===== src/rtl/mac_seq_ctrl.sv =====
// Sequencer for a single signed multiply-accumulate unit: clears the accumulator,
// streams len operand pairs, waits out the pipeline and offers the sum on valid/ready.
module mac_seq_ctrl #(
  parameter int ADDR_BIT = 10,
  parameter int LEN_BIT  = 10,
  parameter int OUT_BIT  = 20,
  parameter int RD_LAT   = 1,
  parameter int MAC_LAT  = 4
) (
  input  logic                clk_i,
  input  logic                rst_i,
  input  logic                start_i,
  input  logic [LEN_BIT-1:0]  len_i,
  input  logic [ADDR_BIT-1:0] in_base_i,
  input  logic [ADDR_BIT-1:0] w_base_i,
  output logic                busy_o,
  output logic                rd_en_o,
  output logic [ADDR_BIT-1:0] in_addr_o,
  output logic [ADDR_BIT-1:0] w_addr_o,
  output logic                mac_clr_o,
  output logic                mac_ena_o,
  input  logic [OUT_BIT-1:0]  mac_result_i,
  output logic [OUT_BIT-1:0]  sum_o,
  output logic                out_valid_o,
  input  logic                out_ready_i
);

  localparam int DRAIN_CYC = RD_LAT + MAC_LAT;
  localparam int CNT_BIT   = (LEN_BIT > 4) ? LEN_BIT : 4;

  typedef enum logic [2:0] {IDLE, CLEAR, FEED, DRAIN, HOLD} state_e;

  state_e              state_q, state_d;
  logic [CNT_BIT-1:0]  cnt_q, cnt_d;
  logic [ADDR_BIT-1:0] in_base_q, in_base_d, w_base_q, w_base_d;
  logic [ADDR_BIT-1:0] in_addr_q, in_addr_d, w_addr_q, w_addr_d;
  logic [OUT_BIT-1:0]  sum_q, sum_d;
  logic [RD_LAT-1:0]   ena_pipe_q;
  logic                cnt_zero;

  assign cnt_zero = (cnt_q == '0);

  always_ff @(posedge clk_i) begin
    if (rst_i) begin
      state_q    <= IDLE;
      cnt_q      <= '0;
      in_base_q  <= '0;
      w_base_q   <= '0;
      in_addr_q  <= '0;
      w_addr_q   <= '0;
      sum_q      <= '0;
      ena_pipe_q <= '0;
    end else begin
      state_q    <= state_d;
      cnt_q      <= cnt_d;
      in_base_q  <= in_base_d;
      w_base_q   <= w_base_d;
      in_addr_q  <= in_addr_d;
      w_addr_q   <= w_addr_d;
      sum_q      <= sum_d;
      // mac_ena is rd_en aligned with the operand buffers' read data
      ena_pipe_q <= RD_LAT'({ena_pipe_q, rd_en_o});
    end
  end

  // cnt_q counts down the remaining FEED cycles, then the remaining DRAIN cycles
  always_comb begin
    state_d   = state_q;
    cnt_d     = cnt_q;
    in_base_d = in_base_q;
    w_base_d  = w_base_q;
    in_addr_d = in_addr_q;
    w_addr_d  = w_addr_q;
    sum_d     = sum_q;
    unique case (state_q)
      IDLE: begin
        if (start_i && (len_i != '0)) begin
          state_d   = CLEAR;
          cnt_d     = CNT_BIT'(len_i) - CNT_BIT'(1);
          in_base_d = in_base_i;
          w_base_d  = w_base_i;
        end
      end
      CLEAR: begin
        state_d   = FEED;
        in_addr_d = in_base_q;
        w_addr_d  = w_base_q;
      end
      FEED: begin
        if (cnt_zero) begin
          state_d = DRAIN;
          cnt_d   = CNT_BIT'(DRAIN_CYC - 1);
        end else begin
          cnt_d     = cnt_q - CNT_BIT'(1);
          in_addr_d = in_addr_q + ADDR_BIT'(1);
          w_addr_d  = w_addr_q + ADDR_BIT'(1);
        end
      end
      DRAIN: begin
        if (cnt_zero) begin
          state_d = HOLD;
          sum_d   = mac_result_i;
        end else begin
          cnt_d = cnt_q - CNT_BIT'(1);
        end
      end
      HOLD: begin
        if (out_ready_i) state_d = IDLE;
      end
      default: state_d = IDLE;
    endcase
  end

  always_comb begin
    busy_o      = (state_q != IDLE);
    rd_en_o     = (state_q == FEED);
    mac_clr_o   = rst_i || (state_q == CLEAR);
    out_valid_o = (state_q == HOLD);
  end

  assign in_addr_o = in_addr_q;
  assign w_addr_o  = w_addr_q;
  assign sum_o     = sum_q;
  assign mac_ena_o = ena_pipe_q[RD_LAT-1];

endmodule


===== config.mk =====
export PLATFORM = sky130hd
export DESIGN_NAME = mac_seq_ctrl
export DESIGN_NICKNAME = d
export VERILOG_FILES = /design/src/rtl/mac_seq_ctrl.sv
export SDC_FILE = /design/constraint.sdc
export NUM_CORES = 1
export LEC_CHECK = 0
export ABC_AREA = 1
export CAP_MARGIN = 20
export CORE_MARGIN = 1.5
export CORE_UTILIZATION = 45
export DETAILED_ROUTE_END_ITERATION = 7
export PLACE_DENSITY = 0.86
export SYNTH_ARGS = -nofsm -noshare
export SYNTH_HDL_FRONTEND = slang
export SYNTH_SLANG_ARGS = --single-unit
export TNS_END_PERCENT = 100

===== constraint.sdc =====
create_clock -name clk_i -period 1.8 [get_ports clk_i]
set_input_delay 0.27 -clock clk_i [delete_from_list [all_inputs] [get_ports clk_i]]
set_output_delay 0.27 -clock clk_i [all_outputs]
set_load 0.005 [all_outputs]

# Yosys cells after proc, flatten, opt, wreduce, memory -nomap -nowiden

Cells that the tools add are included.

Add/sub/neg operators: 4
Equal/unequal tests: 10
Multiplexer cells: 13
Reduce and logical (&&, ||, !) cells: 13

Operators by type and width:

| operator                | count |
|---|---|
| $mux W10                | 5 |
| $pmux W10 S2            | 2 |
| $pmux W10 S3            | 1 |
| $add A10 B1 Y10 const B | 2 |
| $sub A10 B1 Y10 const B | 2 |
| $pmux W3 S5             | 1 |
| $mux W3                 | 4 |
| $logic_not A10 Y1       | 1 |
| $reduce_bool A10 Y1     | 1 |
| $ne A2 B2 Y1 const B    | 4 |
| $eq A3 B2 Y1 const B    | 2 |
| $reduce_and A2 Y1       | 3 |
| $reduce_bool A3 Y1      | 2 |
| $ne A2 B1 Y1 const B    | 2 |
| $reduce_and A4 Y1       | 1 |
| $eq A3 B1 Y1 const B    | 1 |
| $eq A3 B3 Y1 const B    | 1 |
| $logic_not A3 Y1        | 1 |
| $reduce_and A3 Y1       | 1 |
| $reduce_bool A2 Y1      | 1 |
| $logic_and A1 B1 Y1     | 1 |
| $logic_or A1 B1 Y1      | 1 |

Register bits after elaboration: 74
Input bits: 54
Output and inout bits: 45
Word-level logic and storage cells: 48

# Logic depth before layout (Yosys ltp)

Gate-level depths: netlist (run 1).

Depth after elaboration: 4
Gate-level depth with buffers: 12
Depth with buffers taken out: 11

# Worst setup path after synthesis (run 1)

OpenSTA, ideal clock, no wires.

Path kind: register to register
From: reg cnt_q[0]
To: reg in_addr_q[6], in the netlist in_addr_o[6]
Library setup time: 117 ps
Data arrival time: 1313 ps
Data required time: 1683 ps
Setup slack: 370 ps
Stages on the path, launching flop included: 11
Buffers on the path: 1
Clock period less this slack: 1430 ps
Cells stage by stage: dfxtp_1 > inv_1 > ha_1 > inv_1 > nor2_1 > nand3_2 > nand2_4 > nand2_4 > buf_2 > o21ai_0 > nor2_1

Cells in the longest elaborated chain, start to end: 3

RTL lines:

| item                               | line | source |
|---|---|---|
| start: declaration                 | 34   | `logic [CNT_BIT-1:0] cnt_q, cnt_d;` |
| start signal: assignment           | 55   | `cnt_q <= cnt_d;` |
| $logic_not A10 Y1                  | 41   | `assign cnt_zero = (cnt_q == '0);` |
| $ne A2 B2 Y1 (no source line)      | -    |  |
| $reduce_and A2 Y1 (no source line) | -    |  |
| end signal: assignment             | 58   | `in_addr_q <= in_addr_d;` |
| end: declaration                   | 36   | `logic [ADDR_BIT-1:0] in_addr_q, in_addr_d, w_addr_q, w_addr_d;` |

Every way passes these cells.
A chain may end at the register's enable or synchronous reset.

# Worst setup path after layout (run 1)

From: reg state_q[0]
To: out busy_o

Cells in the longest elaborated chain, start to end: 1

RTL lines:

| item                     | line | source |
|---|---|---|
| start: declaration       | 33   | `state_e state_q, state_d;` |
| start signal: assignment | 54   | `state_q <= state_d;` |
| $reduce_bool A3 Y1       | 115  | `busy_o = (state_q != IDLE);` |
| end: declaration         | 16   | `output logic busy_o,` |

Every way passes these cells.

==> results of run 1 <==
## synthesized netlist by cell type (2+ instances only)
cell type / n
a21oi_1: 61
buf_2: 5
clkbuf_1: 16
clkinv_2: 2
dfxtp_1: 74
ha_1: 6
inv_1: 83
inv_2: 3
nand2_1: 131
nand2_2: 2
nand2_4: 4
nand3_1: 39
nand3_2: 2
nand3b_1: 2
nand4_1: 4
nor2_1: 75
nor2_2: 3
nor3_1: 5
o21ai_0: 69
o21ai_1: 2
o21bai_1: 2
or2_2: 4
xor2_1: 7
## metal layers
layer / wire length, um / track usage
met5: 0 / 0
met4: 211 / 0.1051
met3: 677 / 0.04147
met2: 5199 / 0.4044
met1: 4192 / 0.2529
## repair_timing
| item | in CTS | in global routing |
|---|---|---|
| endpoints found under the setup margin | 4 | 19 |
| pin swaps | 0 | 1 |
| hold buffers | 0 | 0 |
| setup buffers | 1 | 2 |
| resized for setup | 4 | 14 |
| hold endpoints to repair | 0 | 0 |
## tightest hold or removal path, stage by stage, from the launching register on
cell and delay [ps]:
dfxtp_1 320, inv_1 40, a21oi_1 50
## flip-flops by register name, summed over array words and instances, names as in the netlist
signal	cells
state_q	3
in_base_q	10
in_addr_o	10
cnt_q	10
w_base_q	10
mac_ena_o	1
w_addr_o	10
sum_o	20
## metrics by stage
stage | std cells | power [mW] | TNS, ps | utilization
finish | 816 | 7.768 | 0 | 0.6413
global route | 816 | 8.348 | -9.044 | 0.6413
CTS | 814 | 7.640 | -179.7 | 0.6334
detailed placement | 797 | 6.024 | -1215 | 0.6032
global placement | 797 | 5.862 | -18.64 | 0.6032
floorplan | 608 | 4.885 | 0 | -
## layout make-up
cell class                 count  share of cell area
clock buffer                  10             0.02386
tap                          105             0.02456
multi-input combinational    421              0.3789
timing repair buffer         111              0.2077
clock inverter                 6             0.02105
inverter                      89             0.06526
sequential                    74              0.2786
## layout by cell type, fill, tap and decap left out, types with 2 or more instances in the layout
cell / count
buf_12: 2
nand2_1: 131
o21bai_1: 2
clkinv_2: 3
nor2_1: 75
a21oi_1: 61
nand3b_1: 2
dfxtp_4: 2
inv_2: 3
nand3_2: 2
inv_1: 83
buf_4: 10
nor2_4: 2
clkbuf_8: 9
nand2_4: 3
nand2_2: 2
o21ai_1: 3
clkdlybuf4s50_1: 95
or2_2: 4
nand3_1: 39
dlymetal6s2s_1: 2
bufinv_16: 3
ha_1: 6
nor3_2: 2
xor2_1: 7
dfxtp_1: 71
nand4_1: 4
o21ai_0: 68
nor3_1: 3
## kinds of logic after synthesis
group	Yosys count
fa+ha+maj	6
simple gates	272
xor+xnor	7
compound gates	136
flops	74
buf+inv	113
## power by group
| part | switching, mW | leakage (nW) | internal (mW) |
|---|---|---|---|
| logic | 2.12 | 1.59 | 1.51 |
| registers | 0.457 | 0.608 | 2.11 |
| clock network | 0.642 | 0.121 | 0.927 |
| total | 3.22 | 2.32 | 4.55 |
## worst paths after layout
kind | end | depth (start not counted)
worst min register to register | sum_o[3]$_SDFFE_PP0P_ | 2
worst min-delay path | sum_o[3]$_SDFFE_PP0P_ | 2
worst max-delay path | busy_o | 5
worst max register to register | w_addr_o[6]$_SDFFE_PP0P_ | 9
==> impl_metrics.toml, run 1 <==
[setup_path]
critPathArrivalTime_ps = 1470
cp_cell_sequence = "nor2_4 -> inv_2 -> nor2_4 -> inv_1 -> clkdlybuf4s50_1"
slowest_stage = "clkdlybuf4s50_1"
path_class = "register to output pin"
cp-end-kind = "output pin"
start_kind = "register"
cpMostUsedCell = "nor2_4"
timing.critical_path.buf_inv = 3
cp_max_fo = 3
worstSetupStartpoint = "state_q[0]$_SDFFE_PP0P_"
rr_startpoint = "cnt_q[0]$_SDFFE_PP0P_"
reg2reg_slack_ps = 170
crit_path_max_incr_delay_ps = 430
critPathTopFamily = "buffers and inverters"
cp.required_ps = 1530

[drt]
ant_nets = 0
wl_per_cell_um = 12.60
drt_iter0_markers = 232
vias_per_cell = 5.154
dr.pass1.iters = 5
vias = 4206
wl_um = 10280
drc = 0

[logic_synthesis]
synth_top_family_by_area = "simple AND/OR/NAND/NOR gates"
ys_async_sr_fraction = 0
synth_area_mm2 = 0.003938
synth_seq_cells = 74
yosys.area_share.simple = 0.2977
synth_fp_nets = 668
yosysWarningCount = 0
syn_avg_cell_area_um2 = 6.476
synth-adder-area-share = 0.01907
ys.flop_type = "dfxtp_1"
seq_area_frac_synth = 0.3762
muxShareOfSynthArea = 0
yosys.area.top_type_share = 0.3762
synth_area_leaders = "dfxtp_1 38%, nand2_1 12%, o21ai_0 8.8%"
synth_edf_count = 0
synth_largest_area_cell = "dfxtp_1"
synth_cell_types = 30
synth_compound_area_frac = 0.1751
synth_xor_area_frac = 0.01557
synthCells = 608

[clock_tree]
cts.reportedPaths.clkPinSlew_ps = 90
cts_buffers = 9
htree_levels = 3
cts_sinks = 74
cts-root-buf = "clkbuf_8"
cts_tree = "built"
cts_buffer_depth = 2
clk_latency_ps = 350

[sta]
holdWs_ps = 444.8
final-setup-viol-count = 0
setup_ws_ps = 58.34
hold_violations = 0
final_max_slew_viol_count = 0
max-slew-margin-rel = 0.7577
worst_pin_slew_ps = 362.2
max_freq_mhz = 574.2
period_minus_slack_ps = 1742
period_share = 0.9676
clock_skew_ps = 13.81

[grt]
grt_pass1_wl_um = 16520
antenna_found_initial = 0
grt_pass1_vias = 3983
grt_max_degree = 66
grt-ovfl-total = 0
track_usage = 0.2240

[place]
gp_congestion = 0.8662
port_buffers = 98
hpwl_um = 7325
dpl_cell_area_mm2 = 0.005031
post-place-ws_ps = -85.36

[finish]
multiInputGateArea_mm2 = 0.002027
drive_gt1_frac = 0.07736
fill_cells = 729
fin_area_mm2 = 0.005349
final_nets = 766
seq_area_mm2 = 0.001490
area_growth_pct = 35.84
antennaDiodeCount = 0

[power_and_ir_drop]
p_leak_nw = 2.324
p_per_area_mw_per_mm2 = 1452
ir_drop_v = 0.0007993

[floorplanning]
start_util = 0.4721
io_pins = 99
num_rows = 33
dieArea_mm2 = 0.009320
core_area_mm2 = 0.008341
die_h_um = 96.54
die_w_um = 96.54

[status]
outcome = "finished clean"

[min_path]
hold_class = "register to register"
min_from = "sum_o[3]$_SDFFE_PP0P_"

[job]
maxCapViolCount = 0
(Power assumes the default switching activity.)
==> run 2: changes to the inputs <==
SLEW_MARGIN = 0   (was unset)
==> results of run 2 <==
No change in the layout: final DEF, timing and power equal those of run 1.
